**config.mk**
```make
export PLATFORM = sky130hd
export DESIGN_NAME = vga_rx_decoder
export DESIGN_NICKNAME = d
export VERILOG_FILES = /design/src/rtl/vga_pkg.sv /design/src/rtl/vga_rx_edge_sync.sv /design/src/rtl/vga_rx_decoder.sv
export SDC_FILE = /design/constraint.sdc
export NUM_CORES = 1
export LEC_CHECK = 0
export BUFFER_PORTS_ARGS = -buffer_cell sky130_fd_sc_hd__buf_2
export CAP_MARGIN = 15
export CORE_UTILIZATION = 57
export CTS_CLUSTER_SIZE = 20
export DETAILED_ROUTE_END_ITERATION = 10
export PLACE_DENSITY = 0.8
export SYNTH_ARGS = -nofsm -noshare
export SYNTH_HDL_FRONTEND = slang
export SYNTH_HIERARCHICAL = 1
export SYNTH_SLANG_ARGS = --single-unit
```
**constraint.sdc**
```tcl
create_clock -name CLOCK_50 -period 3.5 [get_ports CLOCK_50]
set_clock_uncertainty 0.2 [all_clocks]
set_input_delay 0.7 -clock CLOCK_50 [delete_from_list [all_inputs] [get_ports CLOCK_50]]
set_output_delay 0.7 -clock CLOCK_50 [all_outputs]
set_load 0.05 [all_outputs]
```
**src/rtl/vga_pkg.sv**
```systemverilog
// Shared types for the VGA receive decoder: geometry defaults, FSM states,
// the 11-bit coordinate type and saturating counter helpers.
package vga_pkg;

    localparam int W_RES_DEF = 640;
    localparam int H_RES_DEF = 480;
    localparam int COORD_W   = 11;

    typedef logic [COORD_W-1:0] coord_t;

    typedef enum logic [1:0] {
        SEARCH = 2'd0,
        TRAIN  = 2'd1,
        LOCKED = 2'd2
    } rx_state_t;

    function automatic coord_t coord_sat_inc(input coord_t v);
        return (v == 11'd2047) ? v : v + 11'd1;
    endfunction

    function automatic logic [7:0] sat_inc8(input logic [7:0] v);
        return (v == 8'hFF) ? v : v + 8'd1;
    endfunction

endpackage

```
**src/rtl/vga_rx_edge_sync.sv**
```systemverilog
// Previous-sample registers for HS, VS and BLANK_N with edge pulses that are
// only ever asserted on clocks where pix_en is high.
module vga_rx_edge_sync (
    input  logic CLOCK_50,
    input  logic reset,
    input  logic pix_en,
    input  logic VGA_HS,
    input  logic VGA_VS,
    input  logic VGA_BLANK_N,
    output logic hs_rise_s,
    output logic hs_fall_s,
    output logic vs_fall_s,
    output logic blank_rise_s,
    output logic blank_fall_s
);

    logic hs_prev_r;
    logic vs_prev_r;
    logic blank_prev_r;

    // Hold the last pix_en-qualified sample of each timing input
    always_ff @(posedge CLOCK_50) begin
        if (reset) begin
            hs_prev_r    <= 1'b0;
            vs_prev_r    <= 1'b0;
            blank_prev_r <= 1'b0;
        end else if (pix_en) begin
            hs_prev_r    <= VGA_HS;
            vs_prev_r    <= VGA_VS;
            blank_prev_r <= VGA_BLANK_N;
        end
    end

    // Compare the current sample against the stored one
    always_comb begin
        hs_rise_s    = pix_en & ~hs_prev_r & VGA_HS;
        hs_fall_s    = pix_en & hs_prev_r & ~VGA_HS;
        vs_fall_s    = pix_en & vs_prev_r & ~VGA_VS;
        blank_rise_s = pix_en & ~blank_prev_r & VGA_BLANK_N;
        blank_fall_s = pix_en & blank_prev_r & ~VGA_BLANK_N;
    end

endmodule

```
**src/rtl/vga_rx_decoder.sv**
```systemverilog
// Recovers pixel coordinates from VGA timing, checks geometry and tracks lock.
// Optional VGA_RX_CHECKSUM_EN adds a per-frame (R+G+B) checksum output.
module vga_rx_decoder
    import vga_pkg::*;
#(
    parameter int W_RES       = W_RES_DEF,
    parameter int H_RES       = H_RES_DEF,
    parameter int LOCK_FRAMES = 2,
    parameter int TIMEOUT_PIX = 500000
) (
    input  logic        CLOCK_50,
    input  logic        reset,
    input  logic        pix_en,
    input  logic        VGA_HS,
    input  logic        VGA_VS,
    input  logic        VGA_BLANK_N,
    input  logic [7:0]  VGA_R,
    input  logic [7:0]  VGA_G,
    input  logic [7:0]  VGA_B,
    output logic [10:0] x_coord,
    output logic [10:0] y_coord,
    output logic [7:0]  pix_r,
    output logic [7:0]  pix_g,
    output logic [7:0]  pix_b,
    output logic        pixel_valid,
    output logic        frame_start,
    output logic        locked,
    output logic        line_err,
    output logic        frame_err,
    output logic [7:0]  err_count
`ifdef VGA_RX_CHECKSUM_EN
    ,
    output logic [23:0] frame_checksum
`endif
);

    localparam int               WD_W    = $clog2(TIMEOUT_PIX + 1);
    localparam logic [WD_W-1:0]  WD_LAST = WD_W'(TIMEOUT_PIX);
    localparam coord_t           W_LEN   = coord_t'(W_RES);
    localparam coord_t           H_LEN   = coord_t'(H_RES);
    localparam logic [7:0]       LOCK_N  = 8'(LOCK_FRAMES);

    logic hs_rise_s, hs_fall_s, vs_fall_s, blank_rise_s, blank_fall_s;
    logic unused_hs_s;

    rx_state_t        state_r;
    coord_t           x_cnt_r, y_cnt_r, pix_x_s, y_eff_s;
    logic [7:0]       good_cnt_r;
    logic [WD_W-1:0]  wd_r, wd_next_s;
    logic             frame_bad_r, line_bad_s, frame_good_s, timeout_s;

    vga_rx_edge_sync u_edge (
        .CLOCK_50     (CLOCK_50),
        .reset        (reset),
        .pix_en       (pix_en),
        .VGA_HS       (VGA_HS),
        .VGA_VS       (VGA_VS),
        .VGA_BLANK_N  (VGA_BLANK_N),
        .hs_rise_s    (hs_rise_s),
        .hs_fall_s    (hs_fall_s),
        .vs_fall_s    (vs_fall_s),
        .blank_rise_s (blank_rise_s),
        .blank_fall_s (blank_fall_s)
    );

    // HS edges carry no geometry information here; geometry comes from BLANK_N
    assign unused_hs_s = hs_rise_s ^ hs_fall_s;

    // Per-sample decode; a coincident BLANK_N fall is folded into y before the frame check
    always_comb begin
        pix_x_s      = blank_rise_s ? coord_t'(0) : x_cnt_r;
        y_eff_s      = blank_fall_s ? coord_sat_inc(y_cnt_r) : y_cnt_r;
        line_bad_s   = blank_fall_s && (x_cnt_r != W_LEN);
        frame_good_s = (y_eff_s == H_LEN) && !frame_bad_r && !line_bad_s;
        wd_next_s    = wd_r + WD_W'(1);
        timeout_s    = pix_en && !vs_fall_s && (wd_next_s == WD_LAST);
    end

    // Counters, watchdog, pixel re-emission and error pulses
    always_ff @(posedge CLOCK_50) begin
        if (reset) begin
            x_cnt_r     <= '0;
            y_cnt_r     <= '0;
            wd_r        <= '0;
            frame_bad_r <= 1'b0;
            x_coord     <= '0;
            y_coord     <= '0;
            pix_r       <= 8'd0;
            pix_g       <= 8'd0;
            pix_b       <= 8'd0;
            pixel_valid <= 1'b0;
            frame_start <= 1'b0;
            line_err    <= 1'b0;
            frame_err   <= 1'b0;
        end else begin
            pixel_valid <= 1'b0;
            frame_start <= 1'b0;
            line_err    <= 1'b0;
            frame_err   <= 1'b0;
            if (pix_en) begin
                frame_start <= vs_fall_s;
                line_err    <= line_bad_s;
                frame_err   <= timeout_s ||
                               (vs_fall_s && (state_r != SEARCH) && (y_eff_s != H_LEN));
                if (VGA_BLANK_N) begin
                    x_cnt_r     <= coord_sat_inc(pix_x_s);
                    x_coord     <= pix_x_s;
                    y_coord     <= y_cnt_r;
                    pix_r       <= VGA_R;
                    pix_g       <= VGA_G;
                    pix_b       <= VGA_B;
                    pixel_valid <= (state_r == LOCKED);
                end
                if (vs_fall_s) begin
                    y_cnt_r     <= '0;
                    frame_bad_r <= 1'b0;
                end else begin
                    if (blank_fall_s) y_cnt_r <= coord_sat_inc(y_cnt_r);
                    if (line_bad_s)   frame_bad_r <= 1'b1;
                end
                wd_r <= (vs_fall_s || timeout_s) ? '0 : wd_next_s;
            end
        end
    end

    // Lock FSM; timeout overrides every state, errors beat the locking transition
    always_ff @(posedge CLOCK_50) begin
        if (reset) begin
            state_r    <= SEARCH;
            good_cnt_r <= 8'd0;
            locked     <= 1'b0;
            err_count  <= 8'd0;
        end else if (pix_en) begin
            if (timeout_s) begin
                state_r    <= SEARCH;
                good_cnt_r <= 8'd0;
                locked     <= 1'b0;
                if (state_r == LOCKED) err_count <= sat_inc8(err_count);
            end else begin
                case (state_r)
                    SEARCH: begin
                        if (vs_fall_s) begin
                            state_r    <= TRAIN;
                            good_cnt_r <= 8'd0;
                        end
                    end
                    TRAIN: begin
                        if (vs_fall_s) begin
                            if (!frame_good_s) begin
                                good_cnt_r <= 8'd0;
                            end else if ((good_cnt_r + 8'd1) >= LOCK_N) begin
                                state_r    <= LOCKED;
                                good_cnt_r <= 8'd0;
                                locked     <= 1'b1;
                            end else begin
                                good_cnt_r <= good_cnt_r + 8'd1;
                            end
                        end
                    end
                    LOCKED: begin
                        if (line_bad_s || (vs_fall_s && !frame_good_s)) begin
                            state_r   <= SEARCH;
                            locked    <= 1'b0;
                            err_count <= sat_inc8(err_count);
                        end
                    end
                    default: begin
                        state_r    <= SEARCH;
                        good_cnt_r <= 8'd0;
                        locked     <= 1'b0;
                    end
                endcase
            end
        end
    end

`ifdef VGA_RX_CHECKSUM_EN
    logic [23:0] cks_acc_r;
    logic [23:0] rgb_sum_s;

    assign rgb_sum_s = 24'(VGA_R) + 24'(VGA_G) + 24'(VGA_B);

    // Running colour sum, latched and restarted at each VS fall
    always_ff @(posedge CLOCK_50) begin
        if (reset) begin
            cks_acc_r      <= 24'd0;
            frame_checksum <= 24'd0;
        end else if (pix_en) begin
            if (vs_fall_s) begin
                frame_checksum <= cks_acc_r;
                cks_acc_r      <= VGA_BLANK_N ? rgb_sum_s : 24'd0;
            end else if (VGA_BLANK_N) begin
                cks_acc_r      <= cks_acc_r + rgb_sum_s;
            end
        end
    end
`endif

endmodule

```
==> results of run 1 <==
-- through the flow --
step | total power [mW] | instances | TNS (ns)
after global routing | 3.125 | 909 | 0
after detailed placement | 1.562 | 879 | -0.009003
after CTS | 3.051 | 909 | 0
final | 3.027 | 909 | 0
after global placement | 1.555 | 879 | 0
after floorplan | 1.500 | 693 | 0
-- tightest hold or removal path: stages --
cell	delay, ns
buf_2	0.09
nand2_1	0.05
a21oi_1	0.05
-- registers in the layout, indices dropped and copies added (netlist names), 11 cells and up --
name     count
y_coord     11
x_coord     11
y_cnt_r     11
x_cnt_r     11
wd_r        19
-- per-layer routing --
metal | global-route usage (%) | part of all wire [%]
met1 | 34.84 | 43
met2 | 47.78 | 50
met3 | 5.314 | 4.7
met4 | 11.15 | 1.9
met5 | 0 | 0
-- worst max-delay path by stage --
| stage | start | endpoint | slack [ns] | depth (start not counted) |
|---|---|---|---|---|
| after floorplan | pix_en | x_cnt_r[8] | 0.25 | 13 |
| after global placement | VGA_BLANK_N | err_count[7] | 0.07 | 9 |
| after detailed placement | VGA_BLANK_N | err_count[3] | -0.006 | 9 |
| after CTS | wd_r[0] | good_cnt_r[0] | 0.20 | 9 |
| after global routing | wd_r[0] | good_cnt_r[0] | 0.07 | 9 |
| final | wd_r[0] | good_cnt_r[0] | 0.31 | 9 |
-- layout make-up --
cell class	count	area, sq um	area share, %
multi-input cells	518	3107	46.58
flip-flops and latches	113	2262	33.91
repair buffers	104	563.0	8.441
clock buffers	21	459.2	6.884
well taps	129	161.4	2.420
clock inverters	9	61.31	0.9192
inverters	15	56.30	0.8441
-- placed cells by master (no fill, tap or decap), types with 7 or more instances in the layout --
cell type / n
nand3b_1: 15
mux2i_1: 7
and3_1: 11
dfxtp_1: 113
a31oi_1: 25
inv_1: 14
clkbuf_16: 16
nand2_1: 133
and4_1: 7
ha_1: 7
nor3_1: 13
xnor2_1: 8
nor3b_1: 9
buf_4: 17
buf_2: 87
o21ai_0: 12
nand3_1: 16
nand2b_1: 7
nand4_1: 23
nor2_1: 42
nor2b_1: 16
a21oi_1: 70
-- power breakdown --
part | internal [mW] | switching [mW] | leakage (nW)
sequential | 1.31 | 0.0205 | 0.914
clock | 0.913 | 0.576 | 0.255
combinational | 0.0616 | 0.148 | 1.50
total | 2.28 | 0.744 | 2.67
==> flow_summary.yaml, run 1 <==
status:
  status: "finished clean"
power:
  ir_drop_uv: 322.7
  p_leak_nw: 2.670
  powerDensity_nw_per_um2: 453.9
clock_network:
  cts.htree.levels: 4
  clk_pin_slew_ns: 0.06
  cts.sinks: 113
  numCtsBuffers: 17
  ctsHoldBuffers: 0
  post-cts-setup-buffers: 0
  clkLatencyLatePin_ns: 0.51
  post_cts_resized: 0
  clockBufferDepth: 2
  clockRootBuffer: "clkbuf_8"
  cts_tree: "yes"
die:
  pin_count: 89
  core-area_sq_um: 9415
  rows: 35
  die_area_sq_um: 10270
  chipWidth_um: 101.4
  die_h_um: 101.4
  initial_utilization_pct: 59.76
place:
  hpwl_mm: 9.209
  place_ws_ns: -0.006103
  gp_congestion: 0.8948
  placed_area_sq_um: 6141
  port_buffers: 87
global_routing:
  grt_pass1_wl_mm: 22.80
  grtUsageTotal_pct: 27.98
  grt-ovfl-total: 0
  grt_max_degree: 57
  antenna_found_initial: 0
  grt_pass1_vias: 4971
layout:
  postLayoutCoreUtil_pct: 70.84
  design_area_sq_um: 6670
  antenna_cells: 0
  syn_to_final_growth_pct: 18.55
  nets: 806
  drive_gt1_share_pct: 20.51
  fillers: 761
setup_path:
  path_class: "flop to flop"
  cp_max_fo: 11
  critical_path.most_common_cell: "nand3_2"
  r2r-start: "wd_r[0]"
  path_buf_inv: 1
  crit_arrival_ns: 3.42
  reg2reg_depth: 9
  r2r_setup_slack_ns: 0.31
  start_kind: "flop"
  required_ns: 3.73
  critPathSlowestCell: "dfxtp_1"
  cpPeakStageDelay_ns: 0.51
  rr_endpoint: "good_cnt_r[0]"
  path_delay_family: "simple AND/OR/NAND/NOR gates"
  path_cells: "ha_1 > nand3_2 > nor4_4 > nand3_1 > o21ai_1 > nand3_2 > buf_4 > a21oi_4 > mux2i_1"
  end_kind: "flop"
hold_path:
  min_from: "VGA_B[4]"
  holdCritPathClass: "input port to flop"
  holdPathStages: 3
  min_to: "pix_b[4]"
drt:
  postRouteWirelength_mm: 14.05
  vias_per_cell: 5.908
  postRouteAntennaNets: 0
  wl_per_cell_um: 15.45
  vias: 5370
  dr.pass1.iters: 5
  drt_iter0_markers: 313
  post-route-drc-count: 0
timing:
  setup_viol: 0
  max-slew-margin-rel_pct: 61.42
  max_slew.worst_pin.slew_ns: 0.5787
  fmax_mhz: 313.4
  hold_viol_final: 0
  slew_viol_final: 0
  fin_crit_ns: 3.191
  rsz0062_at_grt: "false"
  finalCritPeriodShare_pct: 91.16
  whs_ns: 0.2265
  finalWorstSetupSlack_ns: 0.3095
synth:
  yosysWarnings: 6
  synth_nets: 730
  avgSynthCellArea_sq_um: 8.119
  synth_area_sq_um: 5627
  syn_inst: 693
job:
  cap_viol_max_count: 0
Note: power is estimated with default switching activity, not from simulation.
==> run 2, diff against run 1 <==
--- a/config.mk
+++ b/config.mk
@@ -5,6 +5,7 @@
 export SDC_FILE = /design/constraint.sdc
 export NUM_CORES = 1
 export LEC_CHECK = 0
+export ABC_AREA = 1
 export BUFFER_PORTS_ARGS = -buffer_cell sky130_fd_sc_hd__buf_2
 export CAP_MARGIN = 15
 export CORE_UTILIZATION = 57
==> flow_summary.yaml, run 2 <==
layout:
  layout_commonest_cell: "nand2_1"
  regArea_sq_um: 2262
  regMostFlops: "wd_r"
  syn_to_final_growth_pct: 19.28
  largest_register_ff_count: 19
  nets: 943
  layout_common_cells: "nand2_1, nor2_1, dfxtp_1"
  fillers: 804
  multi_input_area_sq_um: 2856
  antenna_cells: 0
  drive_gt1_share_pct: 18.61
drt:
  dr.pass1.iters: 5
  vias: 5557
  vias_per_cell: 5.302
  postRouteAntennaNets: 0
  wl_per_cell_um: 12.64
  drt_iter0_markers: 290
  postRouteWirelength_mm: 13.25
  post-route-drc-count: 0
clock_network:
  clk_pin_slew_ns: 0.06
  numCtsBuffers: 17
  post-cts-setup-buffers: 0
  cts_tree: "yes"
  clockBufferDepth: 2
  clockRootBuffer: "clkbuf_8"
  post_cts_resized: 0
  clkLatencyLatePin_ns: 0.52
  cts.sinks: 113
  ctsHoldBuffers: 0
  cts.htree.levels: 4
power:
  p_comb_share_pct: 11.0
  clkPwrFrac_pct: 48.4
  p_leak_nw: 2.823
  seq_power_share_pct: 40.6
  ir_drop_uv: 367.1
  internal_power_mw: 2.389
  powerDensity_nw_per_um2: 502.3
  netSwitchingFraction_pct: 28.73
  netSwitchingPower_mw: 0.9632
setup_path:
  cp_num_cells: 17
  start_kind: "flop"
  path_delay_family: "simple AND/OR/NAND/NOR gates"
  critPathSlowestCell: "dfxtp_1"
  worstSetupStartpoint: "wd_r[0]"
  path_buf_inv: 0
  r2r-start: "wd_r[0]"
  reg2reg_depth: 17
  critical_path.most_common_cell: "nand2_1"
  path_class: "flop to flop"
  cp_max_fo: 10
  required_ns: 3.76
  crit_arrival_ns: 3.21
  cpPeakStageDelay_ns: 0.56
  end_kind: "flop"
  path_cells: "ha_1 > nand3_1 > nor2_1 > nand2_1 > nand2_1 > nand3_1 > nor2_1 > nand2_1 > nor2_2 > nand2_4 > nand2_4 > nand2_2 > nand2_2 > nand4_1 > nand2_1 > nand2_1 > nor2_1"
timing:
  fmax_mhz: 338.0
  setup_viol: 0
  finalCritPeriodShare_pct: 84.52
  fin_crit_ns: 2.958
  hold_viol_final: 0
  rsz0062_at_grt: "false"
  slew_viol_final: 0
  max-slew-margin-rel_pct: 59.11
  finalSetupTns_ns: 0
  max_slew.worst_pin.slew_ns: 0.6133
  whs_ns: 0.2259
synth:
  yosysWarnings: 6
  synth_nets: 861
  avgSynthCellArea_sq_um: 6.790
  synth_area_sq_um: 5595
  syn_inst: 824
global_routing:
  grtUsageTotal_pct: 28.21
  grt-ovfl-total: 0
  grt_max_degree: 67
  grt_pass1_vias: 5324
  grt_pass1_wl_mm: 22.94
  antenna_found_initial: 0
die:
  pin_count: 89
  core-area_sq_um: 9371
  die_h_um: 101.1
  die_area_sq_um: 10220
  chipWidth_um: 101.1
  initial_utilization_pct: 59.71
  rows: 35
hold_path:
  min_from: "VGA_R[3]"
  holdPathStages: 3
  holdCritPathClass: "input port to flop"
place:
  hpwl_mm: 9.307
  gp_congestion: 0.9327
  port_buffers: 87
job:
  cap_viol_max_count: 0
status:
  status: "finished clean"
[run 2: area by class of cell]
cell class / count / share of cell area [%]
Multi-Input combinational cell: 591 / 42.80
Sequential cell: 113 / 33.90
Timing Repair Buffer: 95 / 7.424
Clock buffer: 17 / 6.205
Inverter: 88 / 4.987
Tap cell: 129 / 2.418
Clock inverter: 15 / 2.268
[run 2: metrics by stage]
| step | instance area, sq um | setup slack, ns | instances | total power [mW] | utilization, % |
|---|---|---|---|---|---|
| after floorplan | 5595 | 0.7142 | 824 | 1.663 | - |
| after global placement | 6108 | 0.3474 | 1016 | 1.743 | 65.18 |
| after detailed placement | 6108 | 0.2492 | 1016 | 1.753 | 65.18 |
| after CTS | 6674 | 0.5950 | 1048 | 3.371 | 71.21 |
| after global routing | 6674 | 0.2999 | 1048 | 3.469 | 71.21 |
| final | 6674 | 0.5417 | 1048 | 3.352 | 71.21 |
[run 2: power by group through the flow]
stage	Sequential, mW	Combinational (mW)	Clock [mW]
2_1_floorplan	1.50	0.165	0
3_3_place_gp	1.39	0.357	0
3_5_place_dp	1.39	0.365	0
4_1_cts	1.36	0.370	1.64
5_1_grt	1.37	0.403	1.70
6_report	1.36	0.368	1.62
[run 2: per-layer routing]
layer / track usage (%) / routed length [um]
met5: 0 / 0
met2: 48.61 / 6506
met3: 7.559 / 739
met4: 13.15 / 302
met1: 32.44 / 5702
[run 2: path summary, 6_finish.rpt]
| kind | end | slack (ns) |
|---|---|---|
| setup / recovery | locked | 0.54 |
| hold / removal | pix_r[3] | 0.23 |
| setup reg to reg | locked | 0.54 |
| hold reg to reg | good_cnt_r[5] | 0.27 |
[run 2: worst reg2reg max path, cell delays in order (launching register included)]
cell and delay, ns:
dfxtp_1 0.56, ha_1 0.34, nand3_1 0.16, nor2_1 0.26
nand2_1 0.11, nand2_1 0.08, nand3_1 0.07, nor2_1 0.11
nand2_1 0.10, nor2_2 0.16, nand2_4 0.11, nand2_4 0.08
nand2_2 0.05, nand2_2 0.08, nand4_1 0.16, nand2_1 0.12
nand2_1 0.06, nor2_1 0.09
==> run 3, diff against run 2 <==
--- a/config.mk
+++ b/config.mk
@@ -8,10 +8,10 @@
 export ABC_AREA = 1
 export BUFFER_PORTS_ARGS = -buffer_cell sky130_fd_sc_hd__buf_2
 export CAP_MARGIN = 15
-export CORE_UTILIZATION = 57
+export CORE_UTILIZATION = 51
 export CTS_CLUSTER_SIZE = 20
 export DETAILED_ROUTE_END_ITERATION = 10
-export PLACE_DENSITY = 0.8
+export PLACE_DENSITY = 0.76
 export SYNTH_ARGS = -nofsm -noshare
 export SYNTH_HDL_FRONTEND = slang
 export SYNTH_HIERARCHICAL = 1
==> constraint.sdc (replaced) <==
create_clock -name CLOCK_50 -period 2.66 [get_ports CLOCK_50]
set_clock_uncertainty 0.2 [all_clocks]
set_input_delay 0.532 -clock CLOCK_50 [delete_from_list [all_inputs] [get_ports CLOCK_50]]
set_output_delay 0.532 -clock CLOCK_50 [all_outputs]
set_load 0.05 [all_outputs]
==> flow_summary.yaml, run 3 (same netlist as run 2, synthesis figures left out) <==
status:
  status: "finished clean"
die:
  rows: 37
  die_area_sq_um: 11390
  pin_count: 89
  core-area_sq_um: 10460
  die_h_um: 106.7
  chipWidth_um: 106.7
  initial_utilization_pct: 53.48
setup_path:
  required_ns: 2.82
  reg2reg_depth: 15
  end_kind: "flop"
  path_delay_family: "simple AND/OR/NAND/NOR gates"
  critPathSlowestCell: "dfxtp_1"
  path_cells: "nand3_1 > nor2_4 > nand3_4 > nand3_1 > nand2_1 > nor2_1 > nand2_1 > nor2_2 > nand3_2 > nand2_1 > nand2_1 > nand2_4 > inv_4 > nand2_1 > a21oi_1"
  rr_endpoint: "err_count[4]"
  critical_path.most_common_cell: "nand2_1"
  cpPeakStageDelay_ns: 0.44
  worstSetupStartpoint: "y_cnt_r[4]"
  cp_num_cells: 15
  endpoint: "err_count[4]"
  crit_arrival_ns: 2.74
  path_class: "flop to flop"
  start_kind: "flop"
  r2r-start: "y_cnt_r[4]"
  r2r_setup_slack_ns: 0.08
  cp_max_fo: 9
  path_buf_inv: 1
layout:
  regMostFlops: "wd_r"
  layout_commonest_cell: "nand2_1"
  syn_to_final_growth_pct: 25.67
  layout_common_cells: "nand2_1, nor2_1, dfxtp_1"
  fillers: 889
  drive_gt1_share_pct: 22.82
  final_cells: 1087
  nets: 975
  largest_register_ff_count: 19
  antenna_cells: 0
global_routing:
  grt_max_degree: 57
  grtUsageTotal_pct: 25.20
  grt-ovfl-total: 0
  antenna_found_initial: 0
  grt_pass1_vias: 5273
  grt_pass1_wl_mm: 23.07
clock_network:
  ctsHoldBuffers: 0
  cts_tree: "yes"
  clockRootBuffer: "clkbuf_8"
  numCtsBuffers: 17
  clkLatencyLatePin_ns: 0.52
  cts.sinks: 113
  clk_pin_slew_ns: 0.06
  cts.htree.levels: 4
  clockBufferDepth: 2
timing:
  max_slew.worst_pin.slew_ns: 0.6550
  max-slew-margin-rel_pct: 56.33
  finalCritPeriodShare_pct: 96.89
  slew_viol_final: 0
  fmax_mhz: 388.0
  finalSetupTns_ns: 0
  rsz0062_at_grt: "true"
  fin_crit_ns: 2.577
  hold_viol_final: 0
  setup_viol: 0
drt:
  vias_per_cell: 5.135
  drt_iter0_markers: 373
  post-route-drc-count: 0
  vias: 5582
  postRouteAntennaNets: 0
  dr.pass1.iters: 5
  postRouteWirelength_mm: 13.76
  wl_per_cell_um: 12.66
power:
  p_leak_nw: 3.010
  ir_drop_uv: 584.0
  powerDensity_nw_per_um2: 653.5
hold_path:
  holdCritPathClass: "input port to flop"
place:
  dpl.cell_count: 1052
  gp_congestion: 0.8780
  hpwl_mm: 9.097
  port_buffers: 87
job:
  cap_viol_max_count: 0
-- run 3: cell types whose count changed in the layout (fill, tap and decap cells not counted), moves of 2 or more --
cell / before / now
buf_4: 8 / 39
dfxtp_1: 113 / 110
nor2_2: 8 / 12
dfxtp_2: 0 / 3
ha_1: 7 / 5
bufinv_16: 1 / 3
nor2_1: 121 / 116
inv_8: 3 / 0
-- run 3: layout make-up --
class / count / area [sq um] / area share (%)
clock inverters: 14 / 181.4 / 2.580
inverters: 88 / 332.8 / 4.733
multi-input cells: 592 / 2925 / 41.60
well taps: 136 / 170.2 / 2.420
flip-flops and latches: 113 / 2266 / 32.22
clock buffers: 18 / 427.9 / 6.085
repair buffers: 126 / 728.2 / 10.36
-- run 3: timing repair --
| action | CTS | global route |
|---|---|---|
| setup endpoints to repair | 0 | 36 |
| hold endpoints to repair | 0 | 0 |
| gates resized for setup | 0 | 17 |
| buffers inserted | 0 | 2 |
-- run 3: per-stage QoR --
stage	setup WS, ns	instance area [sq um]	total power, mW	utilization [%]	hold slack, ns
detailed placement	-0.1622	6335	2.322	60.55	0.2573
finish	0.08284	7032	4.595	67.21	0.06309
CTS	0.03215	6944	4.616	66.37	0.05259
global route	-0.08686	7032	4.759	67.21	0.05380
floorplan	0.04221	5595	2.189	-	0.2380
global placement	-0.1240	6335	2.316	60.55	0.2504
-- run 3: power by group --
| group | switching, mW | internal [mW] |
|---|---|---|
| logic | 0.367 | 0.138 |
| clock network | 0.837 | 1.47 |
| registers | 0.0333 | 1.75 |
-- run 3: layer usage --
layer / wire length, um / track usage (%)
met3: 772 / 7.234
met4: 276 / 8.611
met5: 0 / 0
met2: 6637 / 43.50
met1: 6071 / 29.80
-- run 3: how the worst min path moves through the flow --
stage | startpoint | endpoint | slack, ns | depth (start not counted)
3_3_place_gp | good_cnt_r[7] | good_cnt_r[7] | 0.25 | 2
5_1_grt | VGA_B[0] | pix_b[0] | 0.05 | 3
2_1_floorplan | good_cnt_r[7] | good_cnt_r[7] | 0.24 | 2
6_report | VGA_B[6] | pix_b[6] | 0.06 | 3
3_5_place_dp | good_cnt_r[7] | good_cnt_r[7] | 0.26 | 2
4_1_cts | VGA_B[4] | pix_b[4] | 0.05 | 3
-- run 3: worst reg2reg max path, cell delays in order, from the launching register on --
cell	delay, ns
dfxtp_1	0.44
nand3_1	0.24
nor2_4	0.21
nand3_4	0.15
nand3_1	0.11
nand2_1	0.07
nor2_1	0.13
nand2_1	0.10
nor2_2	0.15
nand3_2	0.11
nand2_1	0.09
nand2_1	0.09
nand2_4	0.13
inv_4	0.08
nand2_1	0.06
a21oi_1	0.06
